$ cat src/rtl/period_meter.sv
// -----------------------------------------------------------------------------
// period_meter
//
// Measures the period and the high time of an asynchronous waveform, in cycles
// of clk. The waveform is synchronized, rising edges are detected, and the
// cycle count between two consecutive rising edges is reported together with
// the number of those cycles for which the synchronized input was high.
//
// Parameters
//   WIDTH    width of the period / high_time outputs and internal counters
//   TIMEOUT  largest edge-to-edge gap, in clk cycles, that is still measured
//            (2 <= TIMEOUT <= 2^WIDTH-1)
//
// Ports
//   clk        single clock, all state changes on its rising edge
//   rst_n      synchronous active-low reset
//   sig_in     asynchronous waveform to be measured
//   period     clk cycles between the last two rising edges of sig_in
//   high_time  clk cycles sig_in was high within that period
//   valid      one-cycle pulse: period/high_time were updated on this cycle
//   timeout    level: no rising edge arrived within TIMEOUT cycles
//
// Output protocol: valid is a push-only strobe with no back-pressure. It is
// high for exactly one clk cycle, and period/high_time are stable from that
// cycle until the next valid pulse (also across timeout). Consumers that miss
// the pulse simply see the previous measurement held.
// -----------------------------------------------------------------------------
module period_meter #(
    parameter int WIDTH   = 32,
    parameter int TIMEOUT = 50_000_000
) (
    input  logic             clk,
    input  logic             rst_n,
    input  logic             sig_in,
    output logic [WIDTH-1:0] period,
    output logic [WIDTH-1:0] high_time,
    output logic             valid,
    output logic             timeout
);

    typedef enum logic {
        IDLE    = 1'b0,  // no reference edge yet (after reset or timeout)
        MEASURE = 1'b1   // reference edge captured, counting towards next
    } state_t;

    localparam logic [WIDTH-1:0] TIMEOUT_CNT = WIDTH'(TIMEOUT);
    localparam logic [WIDTH-1:0] ONE         = {{(WIDTH-1){1'b0}}, 1'b1};

    state_t           state;
    state_t           state_next;

    logic             s1;
    logic             s2;
    logic             s3;
    logic             rise;

    logic [WIDTH-1:0] cnt;
    logic [WIDTH-1:0] hcnt;
    logic             cnt_at_limit;

    logic             emit;
    logic             expire;

    // -------------------------------------------------------------------------
    // Synchronizer: s1/s2 resolve metastability, s3 is the previous value of
    // s2 so that a rising edge is seen for exactly one cycle.
    // -------------------------------------------------------------------------
    always_ff @(posedge clk) begin
        if (!rst_n) begin
            s1 <= 1'b0;
            s2 <= 1'b0;
            s3 <= 1'b0;
        end else begin
            s1 <= sig_in;
            s2 <= s1;
            s3 <= s2;
        end
    end

    assign rise         = s2 & ~s3;
    assign cnt_at_limit = (cnt == TIMEOUT_CNT);

    // -------------------------------------------------------------------------
    // FSM: state register
    // -------------------------------------------------------------------------
    always_ff @(posedge clk) begin
        if (!rst_n) begin
            state <= IDLE;
        end else begin
            state <= state_next;
        end
    end

    // -------------------------------------------------------------------------
    // FSM: next-state logic. A rise always wins over the timeout limit, so an
    // edge arriving exactly TIMEOUT cycles after the previous one is measured.
    // -------------------------------------------------------------------------
    always_comb begin
        state_next = state;
        case (state)
            IDLE: begin
                if (rise) begin
                    state_next = MEASURE;
                end
            end
            MEASURE: begin
                if (!rise && cnt_at_limit) begin
                    state_next = IDLE;
                end
            end
            default: begin
                state_next = IDLE;
            end
        endcase
    end

    // -------------------------------------------------------------------------
    // FSM: output decode
    //   emit   - a rise closes a measurement window (only with a reference edge)
    //   expire - the window reached its limit without a closing rise
    // -------------------------------------------------------------------------
    always_comb begin
        emit   = 1'b0;
        expire = 1'b0;
        if (state == MEASURE) begin
            emit   = rise;
            expire = ~rise & cnt_at_limit;
        end
    end

    // -------------------------------------------------------------------------
    // Counters. Both load 1 on a rise because the rise cycle itself is the
    // first cycle of the new window and s2 is high in it. cnt stops at the
    // limit (the FSM leaves MEASURE on that cycle), so it can never wrap;
    // hcnt can only advance on cycles where cnt also advances, so it is
    // bounded by cnt.
    // -------------------------------------------------------------------------
    always_ff @(posedge clk) begin
        if (!rst_n) begin
            cnt  <= '0;
            hcnt <= '0;
        end else if (rise) begin
            cnt  <= ONE;
            hcnt <= ONE;
        end else if (state == MEASURE && !expire) begin
            cnt <= cnt + ONE;
            if (s2) begin
                hcnt <= hcnt + ONE;
            end
        end
    end

    // -------------------------------------------------------------------------
    // Result registers and status flags.
    // -------------------------------------------------------------------------
    always_ff @(posedge clk) begin
        if (!rst_n) begin
            period    <= '0;
            high_time <= '0;
            valid     <= 1'b0;
            timeout   <= 1'b0;
        end else begin
            valid <= emit;
            if (emit) begin
                period    <= cnt;
                high_time <= hcnt;
            end
            // Any rise re-establishes edge activity; in IDLE it also re-arms.
            if (rise) begin
                timeout <= 1'b0;
            end else if (expire) begin
                timeout <= 1'b1;
            end
        end
    end

endmodule

$ cat config.mk
export PLATFORM = sky130hd
export DESIGN_NAME = period_meter
export DESIGN_NICKNAME = d
export VERILOG_FILES = /design/src/rtl/period_meter.sv
export SDC_FILE = /design/constraint.sdc
export NUM_CORES = 1
export LEC_CHECK = 0
export CAP_MARGIN = 10
export CORE_MARGIN = 5
export CORE_UTILIZATION = 60
export CTS_CLUSTER_DIAMETER = 60
export CTS_CLUSTER_SIZE = 40
export DETAILED_ROUTE_END_ITERATION = 10
export HOLD_SLACK_MARGIN = 0.02
export PLACE_DENSITY = 0.94
export SLEW_MARGIN = 20
export SYNTH_ARGS = -nofsm -noshare
export SYNTH_HDL_FRONTEND = slang
export SYNTH_SLANG_ARGS = --single-unit
export TNS_END_PERCENT = 30
$ cat constraint.sdc
create_clock -name clk -period 5.3 [get_ports clk]
set_clock_uncertainty 0.2 [all_clocks]
set_input_delay 1.06 -clock clk [delete_from_list [all_inputs] [get_ports clk]]
set_output_delay 1.06 -clock clk [all_outputs]
set_load 0.05 [all_outputs]
# == Yosys cells after proc, flatten, opt, wreduce, memory -nomap -nowiden ==
# Index checks and enable logic that the tools add are counted.
# totals
output_inout_bits,66
regBits,134
word_cells,40
inputBits,3
# classes
n_reduce_logical,9
n_mux,10
n_eq_ne,1
n_addsub,2
bitwise_logic,6
# op_table
operator,n
32-bit by 1-bit adder with 32-bit output (second input constant),2
32-bit by 26-bit equality test with 1-bit output (second input constant),1
1-bit two-way mux,9
1-bit inverter,4
2-bit AND reduction,2
2-bit nonzero test,2
1-bit AND,2
1-bit logical AND,2
1-bit logical NOT,2
1-bit case mux with 2 select lines,1
2-bit OR reduction,1

# == Longest topological paths before layout ==
# Gate-level depths: netlist of the first run.
# logic_depth
ltp_word,9
ltp_mapped,8

# == Worst setup path after synthesis of the first run ==
# No wires, ideal clock.
# synth_timing
kind,register to register
from,register hcnt[4]
to,register hcnt[22]
path_slack_ns,2.963
path_buffers,1
setup_ns,0.071
period_less_slack_ns,2.337
path_stages_with_launch,7
arrival_time_ns,2.067
path_cell_list,dfxtp_1 > nand4_2 > or3_4 > or3_4 > buf_6 > or4_1 > a21oi_1
# synth_via
elab_chain_cells,1
# synth_lines
item,line_no,rtl
start: declaration,58,logic [WIDTH-1:0] hcnt;
start signal: assignment,148,hcnt <= hcnt + ONE;
32-bit by 1-bit adder with 32-bit output,148,
# Every way passes these cells.
# A chain may end at the register's enable or synchronous reset.

# == Final worst setup path of the first run ==
# layout_timing
from,register cnt[0]
to,register hcnt[27]
# layout_via
elab_chain_cells,6
# layout_lines
item,line_no,rtl
start: declaration,57,logic [WIDTH-1:0] cnt;
start signal: assignment,146,cnt <= cnt + ONE;
32-bit by 26-bit equality test with 1-bit output,81,assign cnt_at_limit = (cnt == TIMEOUT_CNT);
1-bit AND,127,expire = ~rise & cnt_at_limit;
1-bit two-way mux,125,if (state == MEASURE) begin
1-bit logical NOT,145,end else if (state == MEASURE && !expire) begin
1-bit logical AND,145,
2-bit AND reduction (no line),n/a,
# Every way passes these cells.

==> run metrics, run 1 <==
syn_nets=slightly below 700; DR WL/cell=16.0 µm; Crit path required time=5520 ps; Cell Chain, Critical Path=inv_1 > ha_1 > nor4b_1 > nand4b_1 > o311ai_2 > o21ai_1 > a21oi_1; fraction of layout cells with a size suffix above 1=7.73%; DR vias/cell=6.02; hpwl dp=8740 µm; post-CTS setup repair buffer count=0; Final Power=approximately 2100 µW; Yosys Warn Count=0; commonest non-fill, non-tap cells in the layout=nand2_1 (159), dfxtp_1 (134), clkdlybuf4s50_1 (67); CP endpoint kind=flip-flop; NumNets Final=743; pre-CTS setup slack=1920 ps; outcome=completed; Rel. slew slack=23.5%; DIE AREA=0.0117 mm²; # setup viols final=0; H-tree depth=4; Pwr Density=301 mW/mm²; routed length on met1=5550 µm; critical path launch point type=flip-flop; kind of cell adding the most delay to the critical path=compound AO/OA/AOI/OAI gates; core area=0.00928 mm²; area of the mapped netlist=0.00576 mm²; drt drc=0; hold wc startpoint=s1$_SDFF_PN0_; Setup WS post-layout=between 2000 and 2500 ps; worst slew pin tran=1150 ps; Root Buffer=clkbuf_8; GRT Resource Usage Total=25.1%; Reg-to-Reg Start=cnt[0]$_SDFFE_PN0P_; initial antenna violation count=0; CTS max path bufs=2; Final min period=3230 ps; Die W=108 µm; Critical Path Max Stage Delay=1080 ps; CP max FO=17; Routability Congestion=0.859; DRT Pass-1 Iters=5; TritonCTS clock tree=yes; Vias=5292; highest routed layer=met4; Worst VDD drop=between 0.0002 and 0.00025 V; Die H=108 µm; Iter 0 DRT Violations=~420; met2 wire len=roughly 7400 µm; FF+latch count, synth=134; commonest non-fill, non-tap cell in the layout=nand2_1; Post-DRT Antenna Nets=0; RSZ-0062 raised after global routing=no; row cnt=35; final wirelength=14100 µm; # IOs=69; first-pass GRT wire length=between 20000 and 25000 µm; Clock Sinks=134; CTS buffer count=17; Syn-to-layout area delta=22.1%; Pleak=~0.0022 µW; Slowest cell on crit path=o311ai_2; sequential fraction of the synthesis area=approximately 47%; crit path from=cnt[0]$_SDFFE_PN0P_; Fin. Hold Viols=0; largest net degree at the start of global routing=74; I/O Buffers=roughly 70; synthesized area per cell=between 8 and 9 µm²; Clock Latency Late Sink=520 ps; CTS hold repair buffers=0; WP data arrival=3440 ps; DR WL met3=between 900 and 1000 µm; max_cap viols=0; Tightest Hold Check Type=reg2reg; max-slew violations=0; CTS clk-pin slew, worst paths=60 ps; CTS-repair resized insts=0; Mapped Cells=689; number of global-route vias before repair=5309; Initial Utilization=62.0%; overflow left after global routing=0; worst path buffer plus inverter count=1; highest clock rate=310 MHz; n_diodes=0; unique cell type count in the Yosys netlist=46; Finished Core Util=75.7%; CP Class=reg2reg; Setup TNS=0 ps; ratio of final minimum period to clock period=60.9%
-- path summary, 6_finish.rpt --
check	endpoint	slack, ps	cells past startpoint
worst min-delay path	s2$_SDFF_PN0_	260	1
worst min register to register	s2$_SDFF_PN0_	260	1
worst max register to register	hcnt[27]$_SDFFE_PP0P_	2070	7
worst max-delay path	hcnt[27]$_SDFFE_PP0P_	2070	7
-- cell families after synthesis --
family	Yosys count	share of synthesized area [%]
flops	134	46.6
buf+inv	57	3.89
xor+xnor	25	3.80
mux	1	0.174
fa+ha+maj	3	0.652
compound gates	142	16.7
simple gates	327	28.2
-- layer usage --
| metal | track usage, % | vias up |
|---|---|---|
| met1 | 27.9 | 2532 |
| met4 | 11.5 | 0 |
| met3 | 6.57 | 38 |
| met2 | 44.7 | 226 |
| met5 | 0 | - |
| li1 | - | 2496 |
-- state kept, by name (all words and copies together) (netlist names) --
register and flops:
cnt 32, hcnt 32, high_time 32, period 32, s1 1, s2 1
s3 1, state 1, timeout 1, valid 1
-- cell usage after synthesis, drive strengths merged --
cell type / instances / share of area [%]
dfxtp: 134 / 47
o31ai: 13 / 2.0
clkbuf: 32 / 2.1
nor4: 7 / 0.87
nor3b: 1 / 0.13
ha: 3 / 0.65
nand4: 19 / 2.2
nor2b: 1 / 0.11
o41ai: 2 / 0.30
and3: 5 / 0.54
or4: 16 / 2.1
xor2: 11 / 1.7
xnor2: 14 / 2.1
nand4b: 3 / 0.46
or3: 23 / 2.7
inv: 15 / 0.98
or4b: 2 / 0.35
a21oi: 32 / 2.8
buf: 10 / 0.83
o311ai: 2 / 0.43
or2: 5 / 0.54
nor4b: 6 / 0.91
nor3: 9 / 0.78
nand2: 159 / 10
mux2i: 1 / 0.17
and2: 8 / 0.87
nor2: 34 / 2.2
a21boi: 66 / 8.6
o21ai: 22 / 1.9
and4: 6 / 0.93
o211ai: 4 / 0.52
nand2b: 3 / 0.33
nand3: 20 / 1.7
o221a: 1 / 0.20
-- metrics by stage --
step           instances  hold slack [ps]  area (µm²)
2_1_floorplan        689              212        5760
3_3_place_gp         847              224        6460
3_5_place_dp         847              247        6460
4_1_cts              879              263        7000
5_1_grt              879              287        7030
6_report             879              263        7030
-- power breakdown --
part           total, µW  switching, µW  internal (µW)
combinational       38.7           25.9           12.8
clock               1060            434            627
sequential          1010           4.60           1010
-- worst reg2reg max path, cell delays in order, from the launching register on --
cell and delay (ps):
dfxtp_1 350, inv_1 110, ha_1 150, nor4b_1 380
nand4b_1 430, o311ai_2 1080, o21ai_1 210, a21oi_1 210
-- area by class of cell --
type	count	area, µm²
clock inverter	14	111
tap	129	161
fill	631	2260
multi-input combinational	498	2890
inverter	15	56.3
clock buffer	18	428
timing repair buffer	71	698
sequential	134	2680
No activity file was read; power rests on OpenSTA's default activity.
==> run 2, diff against run 1 <==
--- a/config.mk
+++ b/config.mk
@@ -7,12 +7,12 @@
 export LEC_CHECK = 0
 export CAP_MARGIN = 10
 export CORE_MARGIN = 5
-export CORE_UTILIZATION = 60
+export CORE_UTILIZATION = 56
 export CTS_CLUSTER_DIAMETER = 60
 export CTS_CLUSTER_SIZE = 40
 export DETAILED_ROUTE_END_ITERATION = 10
 export HOLD_SLACK_MARGIN = 0.02
-export PLACE_DENSITY = 0.94
+export PLACE_DENSITY = 0.89
 export SLEW_MARGIN = 20
 export SYNTH_ARGS = -nofsm -noshare
 export SYNTH_HDL_FRONTEND = slang
==> constraint.sdc (replaced) <==
create_clock -name clk -period 3.3 [get_ports clk]
set_clock_uncertainty 0.2 [all_clocks]
set_input_delay 0.66 -clock clk [delete_from_list [all_inputs] [get_ports clk]]
set_output_delay 0.66 -clock clk [all_outputs]
set_load 0.05 [all_outputs]
==> run metrics, run 2 (synthesized netlist as in run 1, its figures left out) <==
outcome=completed; CP endpoint kind=flip-flop; Reg-to-Reg Start=hcnt[16]$_SDFFE_PP0P_; Initial Utilization=56.5%; Vias=between 5000 and 6000; CP Depth=5; Clock Latency Late Sink=520 ps; row cnt=37; largest net degree at the start of global routing=73; Critical path destination=hcnt[31]$_SDFFE_PP0P_; DR vias/cell=5.88; Iter 0 DRT Violations=402; CTS buffer count=17; pre-CTS setup slack=742 ps; Die W=111 µm; Clock Sinks=134; Crit path required time=between 3000 and 4000 ps; crit path from=hcnt[16]$_SDFFE_PP0P_; number of global-route vias before repair=5276; max-slew violations=0; CTS-repair resized insts=0; # IOs=69; # setup viols final=0; WP data arrival=~2900 ps; kind of cell adding the most delay to the critical path=simple AND/OR/NAND/NOR gates; NumNets Final=750; Setup WS post-layout=607 ps; Worst R2R Setup Slack=610 ps; Fin. Hold Viols=0; Final min period=2690 ps; CTS max path bufs=2; worst reg2reg path depth=5; core area=roughly 0.010 mm²; Syn-to-layout area delta=23.4%; CTS hold repair buffers=0; final wirelength=14600 µm; CP Class=reg2reg; commonest non-fill, non-tap cell in the layout=nand2_1; I/O Buffers=68; DP Area=0.00653 mm²; Hold WS=242 ps; critical path launch point type=flip-flop; Die H=111 µm; DR WL/cell=16.3 µm; Worst VDD drop=0.000316 V; Root Buffer=clkbuf_8; Cell Chain, Critical Path=nand4_1 > or4_1 > nor3_1 > or4b_2 > a21oi_1; Pleak=0.00221 µW; CTS clk-pin slew, worst paths=60 ps; Post-DRT Antenna Nets=0; ratio of final minimum period to clock period=81.6%; overflow left after global routing=0; commonest non-fill, non-tap cells in the layout=nand2_1 (159), dfxtp_1 (134), clkdlybuf4s50_1 (67); hpwl dp=9210 µm; Routability Congestion=approximately 0.84; highest clock rate=around 370 MHz; Tightest Hold Check Type=reg2reg; Slowest cell on crit path=or4_1; R2R Path End=hcnt[31]$_SDFFE_PP0P_; Setup TNS=0 ps; DRT Pass-1 Iters=5; initial antenna violation count=0; CP max FO=7; H-tree depth=4; worst path buffer plus inverter count=0; max_cap viols=0; fraction of layout cells with a size suffix above 1=8.32%; Pwr Density=around 500 mW/mm²; n_diodes=0; GRT Resource Usage Total=23.4%; drt drc=0; Final Power=3550 µW; worst slew pin tran=862 ps; RSZ-0062 raised after global routing=no; Rel. slew slack=42.1%; Critical Path Max Stage Delay=around 650 ps; Fillers=798; design area=0.00710 mm²; post-CTS setup repair buffer count=0; first-pass GRT wire length=24500 µm; TritonCTS clock tree=yes; DIE AREA=around 0.012 mm²
==> run 2: worst reg2reg max path, cell delays in order (launching register included) <==
cell and delay [ps]:
dfxtp_1 440, nand4_1 290, or4_1 650, nor3_1 240
or4b_2 620, a21oi_1 180
==> run 2: metrics by stage <==
stage / util [%] / instances
floorplan: - / 689
global placement: 64.1 / 861
detailed placement: 64.1 / 861
CTS: 69.7 / 893
global route: 69.7 / 893
finish: 69.7 / 893
==> run 2: worst min path at each step <==
stage	start	endpoint	slack, ps	cells after the start
2_1_floorplan	s1$_SDFF_PN0_	s2$_SDFF_PN0_	210	1
3_3_place_gp	s1$_SDFF_PN0_	s2$_SDFF_PN0_	230	1
3_5_place_dp	s1$_SDFF_PN0_	s2$_SDFF_PN0_	230	1
4_1_cts	s1$_SDFF_PN0_	s2$_SDFF_PN0_	240	1
5_1_grt	high_time[22]$_SDFFE_PN0P_	high_time[22]$_SDFFE_PN0P_	280	2
6_report	s1$_SDFF_PN0_	s2$_SDFF_PN0_	240	1
==> run 2: layout make-up <==
cell class	instances	area, µm²	share of cell area (%)
timing repair buffer	78	751	10.6
clock buffer	19	422	5.94
clock inverter	13	156	2.20
inverter	15	56.3	0.793
sequential	134	2680	37.8
multi-input combinational	498	2870	40.3
tap	136	170	2.40
==> run 2: routing by layer <==
metal	track usage [%]	wire length [µm]	vias up	part of all wire (%)
met5	0	0	-	0
met4	9.89	366	0	2.5
met3	5.33	837	35	5.7
met2	41.9	7350	225	50
met1	26.8	6010	2481	41
li1	-	-	2513	-
==> run 2: report_power, final <==
group          total (µW)  switching, µW  leakage (µW)  internal [µW]
logic                68.0           45.4      0.000852           22.6
registers            1630           4.35       0.00108           1620
clock network        1860            710      0.000282           1150
==> run 3, diff against run 2 <==
--- a/config.mk
+++ b/config.mk
@@ -7,12 +7,12 @@
 export LEC_CHECK = 0
 export CAP_MARGIN = 10
 export CORE_MARGIN = 5
-export CORE_UTILIZATION = 56
+export CORE_UTILIZATION = 50
 export CTS_CLUSTER_DIAMETER = 60
 export CTS_CLUSTER_SIZE = 40
 export DETAILED_ROUTE_END_ITERATION = 10
 export HOLD_SLACK_MARGIN = 0.02
-export PLACE_DENSITY = 0.89
+export PLACE_DENSITY = 0.85
 export SLEW_MARGIN = 20
 export SYNTH_ARGS = -nofsm -noshare
 export SYNTH_HDL_FRONTEND = slang
==> constraint.sdc (replaced) <==
create_clock -name clk -period 2.15 [get_ports clk]
set_clock_uncertainty 0.2 [all_clocks]
set_input_delay 0.43 -clock clk [delete_from_list [all_inputs] [get_ports clk]]
set_output_delay 0.43 -clock clk [all_outputs]
set_load 0.05 [all_outputs]
==> run metrics, run 3 (synthesized netlist as in run 1, its figures left out) <==
Fin. Hold Viols=0; max-slew violations=0; CTS buffer count=17; DR WL met3=1020 µm; Worst VDD drop=0.000690 V; commonest non-fill, non-tap cell in the layout=nand2_1; # setup viols final=8; Vias=5540; worst path buffer plus inverter count=3; Routability Congestion=slightly above 0.9; hold wc startpoint=high_time[18]$_SDFFE_PN0P_; Clock Latency Late Sink=420 ps; CP endpoint kind=flip-flop; TritonCTS clock tree=yes; CP max FO=8; fraction of layout cells with a size suffix above 1=28.7%; final wirelength=15500 µm; internal power=roughly 4500 µW; Seq pwr share=44.6%; DR vias/cell=5.66; Rel. slew slack=62.6%; Tightest Hold Check Type=reg2reg; NumNets Final=about 830; Die H=117 µm; Slowest cell on crit path=o41ai_1; highest routed layer=met4; switching power=between 1000 and 1500 µW; first-pass GRT wire length=25000 µm; routed length on met1=6050 µm; commonest non-fill, non-tap cells in the layout=nand2_1 (159), buf_4 (135), dfxtp_1 (118); n_diodes=0; worst slew pin tran=553 ps; hpwl dp=between 10000 and 15000 µm; core area=about 0.011 mm²; largest net degree at the start of global routing=51; Final min period=2290 ps; DIE AREA=0.0138 mm²; Reg-to-Reg Start=hcnt[3]$_SDFFE_PP0P_; Clock Power Share=53.2%; Post-DRT Antenna Nets=0; hold-critical path endpoint=high_time[18]$_SDFFE_PN0P_; Syn-to-layout area delta=36.3%; kind of cell adding the most delay to the critical path=compound AO/OA/AOI/OAI gates; Sw Ratio=between 20% and 30%; Die W=117 µm; violated checks=setup timing; Finished Core Util=roughly 69%; Final Power=5600 µW; Pleak=around 0.0029 µW; Clock Sinks=134; I/O Buffers=68; met2 wire len=between 7000 and 8000 µm; Combinational Power Share=2.2%; CTS clk-pin slew, worst paths=60 ps; row cnt=39; worst reg2reg path depth=8; highest clock rate=roughly 440 MHz; DRT Pass-1 Iters=6; Initial Utilization=50.6%; Root Buffer=clkbuf_16; # IOs=69; DR WL/cell=15.9 µm; Worst R2R Setup Slack=-140 ps; Crit path top cell by count=buf_4; R2R Path End=hcnt[31]$_SDFFE_PP0P_; drt drc=0; Crit path required time=2240 ps; ratio of final minimum period to clock period=106%; Hold Path Stages=2; critical path launch point type=flip-flop; number of global-route vias before repair=5509; initial antenna violation count=0; H-tree depth=4; Setup WS post-layout=-139 ps; overflow left after global routing=0; max_cap viols=0; Pwr Density=714 mW/mm²; GRT Resource Usage Total=22.6%; Fillers=820; WP data arrival=2380 ps; CTS max path bufs=2; outcome=complete, but fails checks; CP Class=reg2reg; Cell Chain, Critical Path=nand4_4 > buf_4 > nor3_1 > buf_4 > o311ai_4 > buf_6 > o41ai_1 > a21oi_2; Critical Path Max Stage Delay=roughly 530 ps; RSZ-0062 raised after global routing=yes; Iter 0 DRT Violations=366
-- run 3: power by group through the flow --
stage / Sequential, µW / Clock (µW) / Combinational, µW
6_report: 2500 / 2980 / 126
5_1_grt: 2500 / 3130 / 138
4_1_cts: 2500 / 3010 / 123
3_5_place_dp: 2550 / 0 / 120
3_3_place_gp: 2550 / 0 / 117
2_1_floorplan: 2550 / 0 / 75.8
-- run 3: area by class of cell --
| class | instances | area (µm²) | area share, % |
|---|---|---|---|
| Clock buffer | 24 | 492 | 6.27 |
| Timing Repair Buffer | 156 | 1220 | 15.6 |
| Multi-Input combinational cell | 499 | 3070 | 39.1 |
| Inverter | 15 | 56.3 | 0.717 |
| Clock inverter | 8 | 120 | 1.53 |
| Tap cell | 143 | 179 | 2.28 |
| Sequential cell | 134 | 2710 | 34.5 |
-- run 3: tightest hold or removal path: stages, from the launching register on --
cell and delay [ps]:
dfxtp_1 300, nand2_1 40, a21boi_0 60
-- run 3: worst max path at each step --
stage / start / to / slack (ps) / depth (start not counted)
2_1_floorplan: hcnt[7]$_SDFFE_PP0P_ / hcnt[22]$_SDFFE_PP0P_ / -110 / 6
5_1_grt: hcnt[3]$_SDFFE_PP0P_ / hcnt[31]$_SDFFE_PP0P_ / -200 / 8
3_5_place_dp: hcnt[18]$_SDFFE_PP0P_ / hcnt[31]$_SDFFE_PP0P_ / -130 / 5
4_1_cts: hcnt[22]$_SDFFE_PP0P_ / hcnt[31]$_SDFFE_PP0P_ / -50 / 5
3_3_place_gp: hcnt[7]$_SDFFE_PP0P_ / hcnt[24]$_SDFFE_PP0P_ / -40 / 5
6_report: hcnt[3]$_SDFFE_PP0P_ / hcnt[31]$_SDFFE_PP0P_ / -140 / 8
-- run 3: what timing repair did --
action                     4_1_cts  5_1_grt
setup endpoints to repair       38       30
cloned                           1        1
resized for setup               27       35
setup buffers                    2        0
hold buffers                     0        0
pin swaps                        9        6
-- run 3: through the flow --
stage          cell area [µm²]  hold slack (ps)  setup WS [ps]  instances  TNS [ps]
2_1_floorplan             5820              212           -113        689      -465
3_3_place_gp              7050              250          -44.3        943      -176
3_5_place_dp              7050              249           -132        943     -1330
4_1_cts                   7720              261          -50.3        978     -98.9
5_1_grt                   7850              279           -204        979     -1910
6_report                  7850              260           -139        979      -457
-- run 3: routing by layer --
metal	up-vias	GRT usage, %
li1	2657	-
met1	2589	25.3
met2	234	40.2
met3	60	5.91
met4	0	9.86
met5	-	0
